## src/rtl/uart_tx_ctrl_if.sv

```systemverilog
// Parallel-in request and serial-out status bundle for uart_tx_ctrl.
// The master drives the payload and request, and the slave drives the line and Busy.
interface uart_tx_ctrl_if #(
  parameter int unsigned DATA_WIDTH = 8
);
  logic [DATA_WIDTH-1:0] P_DATA;
  logic                  Data_Valid;
  logic                  PAR_EN;
  logic                  PAR_TYP;
  logic                  TX_OUT;
  logic                  Busy;

  modport master (
    output P_DATA, Data_Valid, PAR_EN, PAR_TYP,
    input  TX_OUT, Busy
  );

  modport slave (
    input  P_DATA, Data_Valid, PAR_EN, PAR_TYP,
    output TX_OUT, Busy
  );
endinterface

```

## src/rtl/uart_tx_ctrl.sv

```systemverilog
// UART transmit framer: start bit, LSB-first payload, optional parity, stop bit(s).
// Defining UART_TX_STOP2_EN stretches STOP to two bit times.
module uart_tx_ctrl #(
  parameter int unsigned DATA_WIDTH   = 8,
  parameter int unsigned CLKS_PER_BIT = 4
) (
  input  logic            clk,
  input  logic            rst,
  uart_tx_ctrl_if.slave   bus
);

`ifdef UART_TX_STOP2_EN
  localparam int unsigned STOP_CYCLES = 2 * CLKS_PER_BIT;
`else
  localparam int unsigned STOP_CYCLES = CLKS_PER_BIT;
`endif
  localparam int unsigned TICK_W = (STOP_CYCLES > 1) ? $clog2(STOP_CYCLES) : 1;
  localparam int unsigned IDX_W  = (DATA_WIDTH > 1) ? $clog2(DATA_WIDTH) : 1;

  localparam logic [TICK_W-1:0] BIT_LAST  = TICK_W'(CLKS_PER_BIT - 1);
  localparam logic [TICK_W-1:0] STOP_LAST = TICK_W'(STOP_CYCLES - 1);
  localparam logic [IDX_W-1:0]  IDX_LAST  = IDX_W'(DATA_WIDTH - 1);

  typedef enum logic [2:0] {IDLE, START, DATA, PARITY, STOP} state_t;

  state_t                state_q;
  logic [TICK_W-1:0]     tick_q;
  logic [IDX_W-1:0]      idx_q;
  logic [DATA_WIDTH-1:0] shreg_q;
  logic                  par_en_q;
  logic                  par_bit_q;
  logic                  tx_q;
  logic                  busy_q;
  logic                  bit_done;
  logic                  stop_done;

  assign bit_done  = (tick_q == BIT_LAST);
  assign stop_done = (tick_q == STOP_LAST);

  // Outputs are loaded on the edge that enters each state, so TX_OUT and Busy line up with state_q.
  always_ff @(posedge clk or posedge rst) begin
    if (rst) begin
      state_q   <= IDLE;
      tick_q    <= '0;
      idx_q     <= '0;
      shreg_q   <= '0;
      par_en_q  <= 1'b0;
      par_bit_q <= 1'b0;
      tx_q      <= 1'b1;
      busy_q    <= 1'b0;
    end else begin
      case (state_q)
        IDLE: begin
          tick_q <= '0;
          idx_q  <= '0;
          if (bus.Data_Valid) begin
            state_q   <= START;
            shreg_q   <= bus.P_DATA;
            par_en_q  <= bus.PAR_EN;
            // Parity is captured up front because the shift register is consumed during DATA.
            par_bit_q <= (^bus.P_DATA) ^ bus.PAR_TYP;
            tx_q      <= 1'b0;
            busy_q    <= 1'b1;
          end
        end
        START: begin
          if (bit_done) begin
            state_q <= DATA;
            tick_q  <= '0;
            idx_q   <= '0;
            tx_q    <= shreg_q[0];
            shreg_q <= shreg_q >> 1;
          end else begin
            tick_q <= tick_q + TICK_W'(1);
          end
        end
        DATA: begin
          if (bit_done) begin
            tick_q <= '0;
            if (idx_q == IDX_LAST) begin
              if (par_en_q) begin
                state_q <= PARITY;
                tx_q    <= par_bit_q;
              end else begin
                state_q <= STOP;
                tx_q    <= 1'b1;
              end
            end else begin
              idx_q   <= idx_q + IDX_W'(1);
              tx_q    <= shreg_q[0];
              shreg_q <= shreg_q >> 1;
            end
          end else begin
            tick_q <= tick_q + TICK_W'(1);
          end
        end
        PARITY: begin
          if (bit_done) begin
            state_q <= STOP;
            tick_q  <= '0;
            tx_q    <= 1'b1;
          end else begin
            tick_q <= tick_q + TICK_W'(1);
          end
        end
        STOP: begin
          if (stop_done) begin
            state_q <= IDLE;
            tick_q  <= '0;
            tx_q    <= 1'b1;
            busy_q  <= 1'b0;
          end else begin
            tick_q <= tick_q + TICK_W'(1);
          end
        end
        default: begin
          state_q <= IDLE;
          tick_q  <= '0;
          tx_q    <= 1'b1;
          busy_q  <= 1'b0;
        end
      endcase
    end
  end

  assign bus.TX_OUT = tx_q;
  assign bus.Busy   = busy_q;

endmodule

```

## src/flat_wrapper.sv

```systemverilog
// flat-port wrapper written by rule: the top's interface ports become plain ports
module uart_tx_ctrl_flat 
#(
  parameter int unsigned DATA_WIDTH   = 8,
  parameter int unsigned CLKS_PER_BIT = 4
)
  (clk, rst, bus_P_DATA, bus_Data_Valid, bus_PAR_EN, bus_PAR_TYP, bus_TX_OUT, bus_Busy);
  uart_tx_ctrl_if #(.DATA_WIDTH(DATA_WIDTH)) bus_i ();
  input  logic clk;
  input  logic rst;
  input wire logic [$bits(bus_i.P_DATA)-1:0] bus_P_DATA;
  input wire logic [$bits(bus_i.Data_Valid)-1:0] bus_Data_Valid;
  input wire logic [$bits(bus_i.PAR_EN)-1:0] bus_PAR_EN;
  input wire logic [$bits(bus_i.PAR_TYP)-1:0] bus_PAR_TYP;
  output wire logic [$bits(bus_i.TX_OUT)-1:0] bus_TX_OUT;
  output wire logic [$bits(bus_i.Busy)-1:0] bus_Busy;
  assign bus_i.P_DATA = bus_P_DATA;
  assign bus_i.Data_Valid = bus_Data_Valid;
  assign bus_i.PAR_EN = bus_PAR_EN;
  assign bus_i.PAR_TYP = bus_PAR_TYP;
  assign bus_TX_OUT = bus_i.TX_OUT;
  assign bus_Busy = bus_i.Busy;
  uart_tx_ctrl #(.DATA_WIDTH(DATA_WIDTH), .CLKS_PER_BIT(CLKS_PER_BIT)) u_core (.clk(clk), .rst(rst), .bus(bus_i));
endmodule
```

## config.mk

```make
export PLATFORM = sky130hd
export DESIGN_NAME = uart_tx_ctrl_flat
export DESIGN_NICKNAME = d
export VERILOG_FILES = /design/src/rtl/uart_tx_ctrl_if.sv /design/src/rtl/uart_tx_ctrl.sv /design/src/flat_wrapper.sv
export SDC_FILE = /design/constraint.sdc
export NUM_CORES = 1
export LEC_CHECK = 0
export ABC_CLOCK_PERIOD_IN_PS = 1630
export CELL_PAD_IN_SITES_DETAIL_PLACEMENT = 2
export CELL_PAD_IN_SITES_GLOBAL_PLACEMENT = 2
export CORE_UTILIZATION = 30
export DETAILED_ROUTE_END_ITERATION = 7
export HOLD_SLACK_MARGIN = 0.15
export PLACE_DENSITY_LB_ADDON = 0.08
export REMOVE_ABC_BUFFERS = 1
export SLEW_MARGIN = 0
export SYNTH_ARGS = -nofsm -noshare
export SYNTH_HDL_FRONTEND = slang
export SYNTH_SLANG_ARGS = --single-unit
```

## constraint.sdc

```tcl
create_clock -name clk -period 1.63 [get_ports clk]
set_input_delay 0.326 -clock clk [delete_from_list [all_inputs] [get_ports clk]]
set_output_delay 0.326 -clock clk [all_outputs]
set_load 0.02 [all_outputs]
```

Yosys cells after proc, flatten, opt, wreduce, memory -nomap -nowiden
Index checks and enable logic that the tools add are counted.
{"block": "totals", "out_inout_bits": 2, "reg_bits": 20}
{"block": "op_classes", "n_eq_ne": 14, "n_reduce_logical": 12, "n_mux": 28, "n_addsub": 2, "n_bitwise": 2}
{"cell": "2-to-1 mux 8 bit", "count": 4}
{"cell": "2-to-1 mux 3 bit", "count": 9}
{"cell": "one-hot mux 8 bit (3 select lines)", "count": 1}
{"cell": "one-hot mux 3 bit (5 select lines)", "count": 1}
{"cell": "inequality test 2 x 1 -> 1 bit (second input constant)", "count": 6}
{"cell": "one-hot mux 3 bit (3 select lines)", "count": 1}
{"cell": "2-to-1 mux 1 bit", "count": 8}
{"cell": "AND reduction 4 bit", "count": 2}
{"cell": "parity 8 bit", "count": 1}
{"cell": "equality test 3 x 2 -> 1 bit (second input constant)", "count": 2}
{"cell": "equality test 3 bit (second input constant)", "count": 2}
{"cell": "AND reduction 6 bit", "count": 1}
{"cell": "AND reduction 5 bit", "count": 1}
{"cell": "2-to-1 mux 2 bit", "count": 2}
{"cell": "inequality test 2 bit (second input constant)", "count": 2}
{"cell": "one-hot mux 1 bit (4 select lines)", "count": 1}
{"cell": "OR reduction 4 bit", "count": 1}
{"cell": "adder 3 x 1 -> 3 bit (second input constant)", "count": 1}
{"cell": "equality test 3 x 1 -> 1 bit (second input constant)", "count": 1}
{"cell": "logical NOT 3 bit", "count": 1}
{"cell": "one-hot mux 1 bit (3 select lines)", "count": 1}
{"cell": "AND reduction 3 bit", "count": 1}
{"cell": "nonzero test 3 bit", "count": 1}
{"cell": "OR reduction 3 bit", "count": 1}
{"cell": "6 further kinds", "count": 6}

Logic depth before layout (Yosys ltp)
{"block": "logic_depth", "ltp_word": 4, "depth_mapped": 7, "depth_no_buf": 6}

Worst setup path before layout
Ideal clock, no wire load.
{"block": "synth_path", "kind": "reg-to-reg", "start": "reg u_core.idx_q[0]", "end": "reg u_core.shreg_q[0]", "required_ns": 1.557, "arrival_time_ns": 1.576, "synth_period_minus_slack_ns": 1.649, "stages_incl_launch_ff": 8, "slack_ns": -0.019, "cell_sequence": "dfrtp_1 > ha_1 > ha_1 > nand4bb_1 > a31oi_4 > buf_6 > nor2_1 > a21oi_2"}
{"block": "synth_between", "elab_chain_len": 3}
{"item": "from (decl)", "line": "uart_tx_ctrl.sv:28", "rtl": "logic [IDX_W-1:0] idx_q;"}
{"item": "from (signal assigned)", "line": "uart_tx_ctrl.sv:89", "rtl": "idx_q <= idx_q + IDX_W'(1);"}
{"item": "equality test 3 bit", "line": "uart_tx_ctrl.sv:80", "rtl": "if (idx_q == IDX_LAST) begin"}
{"item": "inequality test 2 bit (no line)"}
{"item": "AND reduction 5 bit (no line)"}
{"item": "to (signal assigned)", "line": "uart_tx_ctrl.sv:58", "rtl": "shreg_q <= bus.P_DATA;"}
{"item": "to (signal assigned)", "line": "uart_tx_ctrl.sv:72", "rtl": "shreg_q <= shreg_q >> 1;"}
{"item": "to (signal assigned)", "line": "uart_tx_ctrl.sv:91", "rtl": "shreg_q <= shreg_q >> 1;"}
{"item": "to (decl)", "line": "uart_tx_ctrl.sv:29", "rtl": "logic [DATA_WIDTH-1:0] shreg_q;"}
Every way passes these cells.
A chain may end at the register's enable or synchronous reset.

Worst setup path in the final report
{"block": "layout_path", "start": "reg u_core.idx_q[1]", "end": "reg u_core.idx_q[2]"}
{"block": "layout_between", "elab_chain_len": 4, "word_cells_on_any_way": 7, "cone_classes": "add/sub (1); eq/ne (2); mux (3); reduce/logical (1)"}
{"item": "adder 3 x 1 -> 3 bit", "line": "uart_tx_ctrl.sv:89"}
{"item": "2-to-1 mux 3 bit", "line": "uart_tx_ctrl.sv:80"}
{"item": "2-to-1 mux 3 bit", "line": "uart_tx_ctrl.sv:78", "rtl": "if (bit_done) begin"}
{"item": "one-hot mux 3 bit (3 select lines)", "line": "uart_tx_ctrl.sv:52", "rtl": "case (state_q)"}
Several ways; a longest one is shown, not always the timed one. The select of a mux whose other input is x is not followed.

==> impl_metrics.yaml <==
placed_design:
  place_ws_ns: -0.366
  io_buffers: 14
  place_inst: 185
  gp_congestion: 0.688
  dp_hpwl_microns: 2260
synthesis:
  syn_area_sq_mm: 0.00118
  syn_inst: 112
  synth-edff-count: 0
  synth_top_area_share_pct: 40.4
  synth_top_cell_by_area: "dfrtp_1"
  ys_ff_latch: 20
  synth.area.top_cells: "dfrtp_1 40%, mux2i_1 6.8%, mux2_2 5.7%, xnor2_1 4.5%, a21oi_1 4.3%"
  synth_ff_type: "dfrtp_1"
  ys_seq_area_share_pct: 42.6
  avgSynthCellArea_sq_um: 10.5
  yosysUniqueCellTypes: 30
  synth_async_sr_flop_share_pct: 100
  yosysWarnings: 0
grt:
  use_met2_pct: 33.4
  grt_start_max_net_pins: 21
  use_met1_pct: 20.1
  met3_usage_pct: 3.17
  antenna_found_initial: 0
  grt_usage_pct: 17.4
  grt_pass1_wl_microns: 5400
  first_global_vias: 1104
  grt_overflow: 0
  grt.busiest_layer: "met2"
clocking:
  tritoncts: "yes"
  clk_transition_reported_paths_ns: 0.08
  htreeDepth: 1
  cts_buffers: 3
  clockBufferDepth: 2
  clkLatencyLatePin_ns: 0.26
  clock-sinks: 20
  root_buffer: "clkbuf_8"
worst_setup_path:
  cp-start-kind: "flip-flop"
  endpoint_kind: "flip-flop"
  cp_cell_sequence: "ha_2, ha_4, nand2b_4, a21oi_2, o21bai_4, mux2_2"
  cpPeakStageDelay_ns: 0.39
  r2r_slack_ns: 0.07
  worstPathArrival_ns: 1.71
  crit_required_ns: 1.77
  worst-setup-path-type: "reg -> reg"
  path_max_fanout: 3
  crit_path_top_delay_cell: "dfrtp_1"
routing:
  wl_per_cell_microns: 16.7
  via_count: 924
  first_pass_iters: 2
  ant_nets: 0
  vias_per_cell: 4.86
  drtIter0Drc: 34
  drt_wl_total_microns: 3170
  drc: 0
floorplanning:
  core_area_sq_mm: 0.00372
  start_util_pct: 31.7
  rows: 22
  chipWidth_microns: 64.6
  die_area_sq_mm: 0.00418
  ioPinCount: 15
  dieHeight_microns: 64.6
timing:
  max_slew_margin_pct: 66.3
  drv_slew: 0
  fin_skew_ns: 0.00262
  min_period_ns: 1.56
  clock.fmax_mhz: 639
  rsz0062_at_grt: "yes"
  setup_viol: 0
  finalWorstSetupSlack_ns: 0.0661
  fin_crit_sh_pct: 95.9
  timing_hold_violations_final: 0
  hold_ws_ns: 0.399
  tightest_slew_ns: 0.505
final_layout:
  n_fill_cell: 399
  drive_above_1_share_pct: 35.9
  diodes: 0
  fin_util_pct: 44.6
  syn2layout_area_growth_pct: 40.7
  num-nets-final: 159
  finalNonFillerCells: 190
pwr:
  p_leak_uw: 0.000720
  ir_drop_mv: 0.703
  p_per_area_mw_per_mm2: 1730
  finalPower_uw: 2870
job:
  drv_cap: 0
min_path:
  min_path_type: "in -> async"
outcome:
  status: "complete, no violations"
[metal layers]
metal / up-vias / wire length [microns] / part of all wire [%]
li1: 452 / - / -
met1: 462 / 1420 / 45
met2: 8 / 1680 / 53
met3: 2 / 42 / 1.3
met4: 0 / 18 / 0.57
met5: - / 0 / 0
[cell type report]
class,instances,area (sq um),share of cell area (%)
Sequential cell,20,503,30.4
Tap cell,48,60.1,3.63
Timing Repair Buffer,32,305,18.4
Inverter,3,11.3,0.680
Clock buffer,4,55.1,3.32
Multi-Input combinational cell,83,722,43.6
[synth_stat cells (all sizes together) (2+ instances only)]
cell type / count
nor2: 13
buf: 6
nand2: 4
nand3b: 6
mux2: 6
nand2b: 2
xor2: 2
nor2b: 2
ha: 3
dfrtp: 19
o21ai: 5
nor3: 3
inv: 3
o211ai: 2
a21oi: 12
xnor2: 6
mux2i: 8
and3: 2
[cells in the final DEF, fill, tap and decap left out]
cell	instances
nand2b_1	1
a211oi_1	1
xor2_1	2
o211ai_1	2
ha_4	2
buf_12	2
inv_1	3
a21oi_2	6
o21ai_1	1
a21oi_1	6
buf_4	15
nand2_1	4
mux2i_1	8
mux2_2	6
nand3b_1	6
xnor2_1	4
nand2b_4	1
xnor3_1	1
nor2_1	8
nor2_4	1
dfrtp_1	18
dfrtp_2	1
nand4bb_4	1
buf_6	1
o21bai_4	1
nor2b_1	2
a31oi_4	1
clkdlybuf4s50_1	6
dfstp_2	1
and3_1	2
or3b_4	1
dlygate4sd2_1	5
clkbuf_8	4
dlymetal6s2s_1	3
xnor2_2	2
nor3_1	3
nand4_1	1
ha_2	1
o21ai_0	4
nor2_2	4
[worst max-delay path, delay by kind of cell (launching register included)]
| family | cells | cell delay, ns |
|---|---|---|
| AO/OA/AOI/OAI | 2 | 0.28 |
| adder cells (fa/ha/maj) | 2 | 0.36 |
| multiplexers | 1 | 0.27 |
| flip-flops | 1 | 0.39 |
| AND/OR/NAND/NOR | 1 | 0.13 |
[registers in the layout, summed over array words and instances, names as in the netlist]
name,flops
u_core.bus.Busy,1
u_core.bus.TX_OUT,1
u_core.idx_q,3
u_core.par_bit_q,1
u_core.par_en_q,1
u_core.shreg_q,8
u_core.state_q,3
u_core.tick_q,2
[stage by stage]
stage | cell area (sq um) | TNS (ns)
global route | 1660 | -0.0378
CTS | 1630 | -0.0259
floorplan | 1130 | -0.203
detailed placement | 1490 | -2.56
finish | 1660 | 0
global placement | 1490 | -1.67
[final timing paths]
kind | endpoint | cells past startpoint | start
setup / recovery | u_core.idx_q[2] | 6 | u_core.idx_q[1]
hold / removal | u_core.tick_q[0] | 3 | rst
setup reg to reg | u_core.idx_q[2] | 6 | u_core.idx_q[1]
hold reg to reg | u_core.shreg_q[1] | 2 | u_core.shreg_q[1]
max in group asynchronous | u_core.bus.TX_OUT | 3 | rst
min in group clk | u_core.shreg_q[2] | 3 | bus_P_DATA[2]
[timing repair]
item / 4_1_cts / 5_1_grt
hold buffers: 0 / 0
pin swaps: 5 / 2
buffers inserted: 0 / 1
resized for setup: 18 / 13
setup endpoints to repair: 13 / 13
cloned: 1 / 0
[cell families (layout without fill, tap and decap cells)]
group / Yosys count / in the layout / synth area share, %
xor gates and xnor gates: 9 / 9 / 7.86
adders and majority gates: 3 / 3 / 3.19
buffers and inverters: 9 / 39 / 4.78
and+or+nand+nor: 35 / 35 / 16.8
muxes: 14 / 14 / 12.5
DFF: 20 / 20 / 42.6
AOI/OAI and AO/OA: 22 / 22 / 12.2
[power by group]
part / internal, uW / switching, uW
logic: 805 / 744
clock network: 215 / 170
registers: 708 / 231
Note: power is estimated with default switching activity, not from simulation.
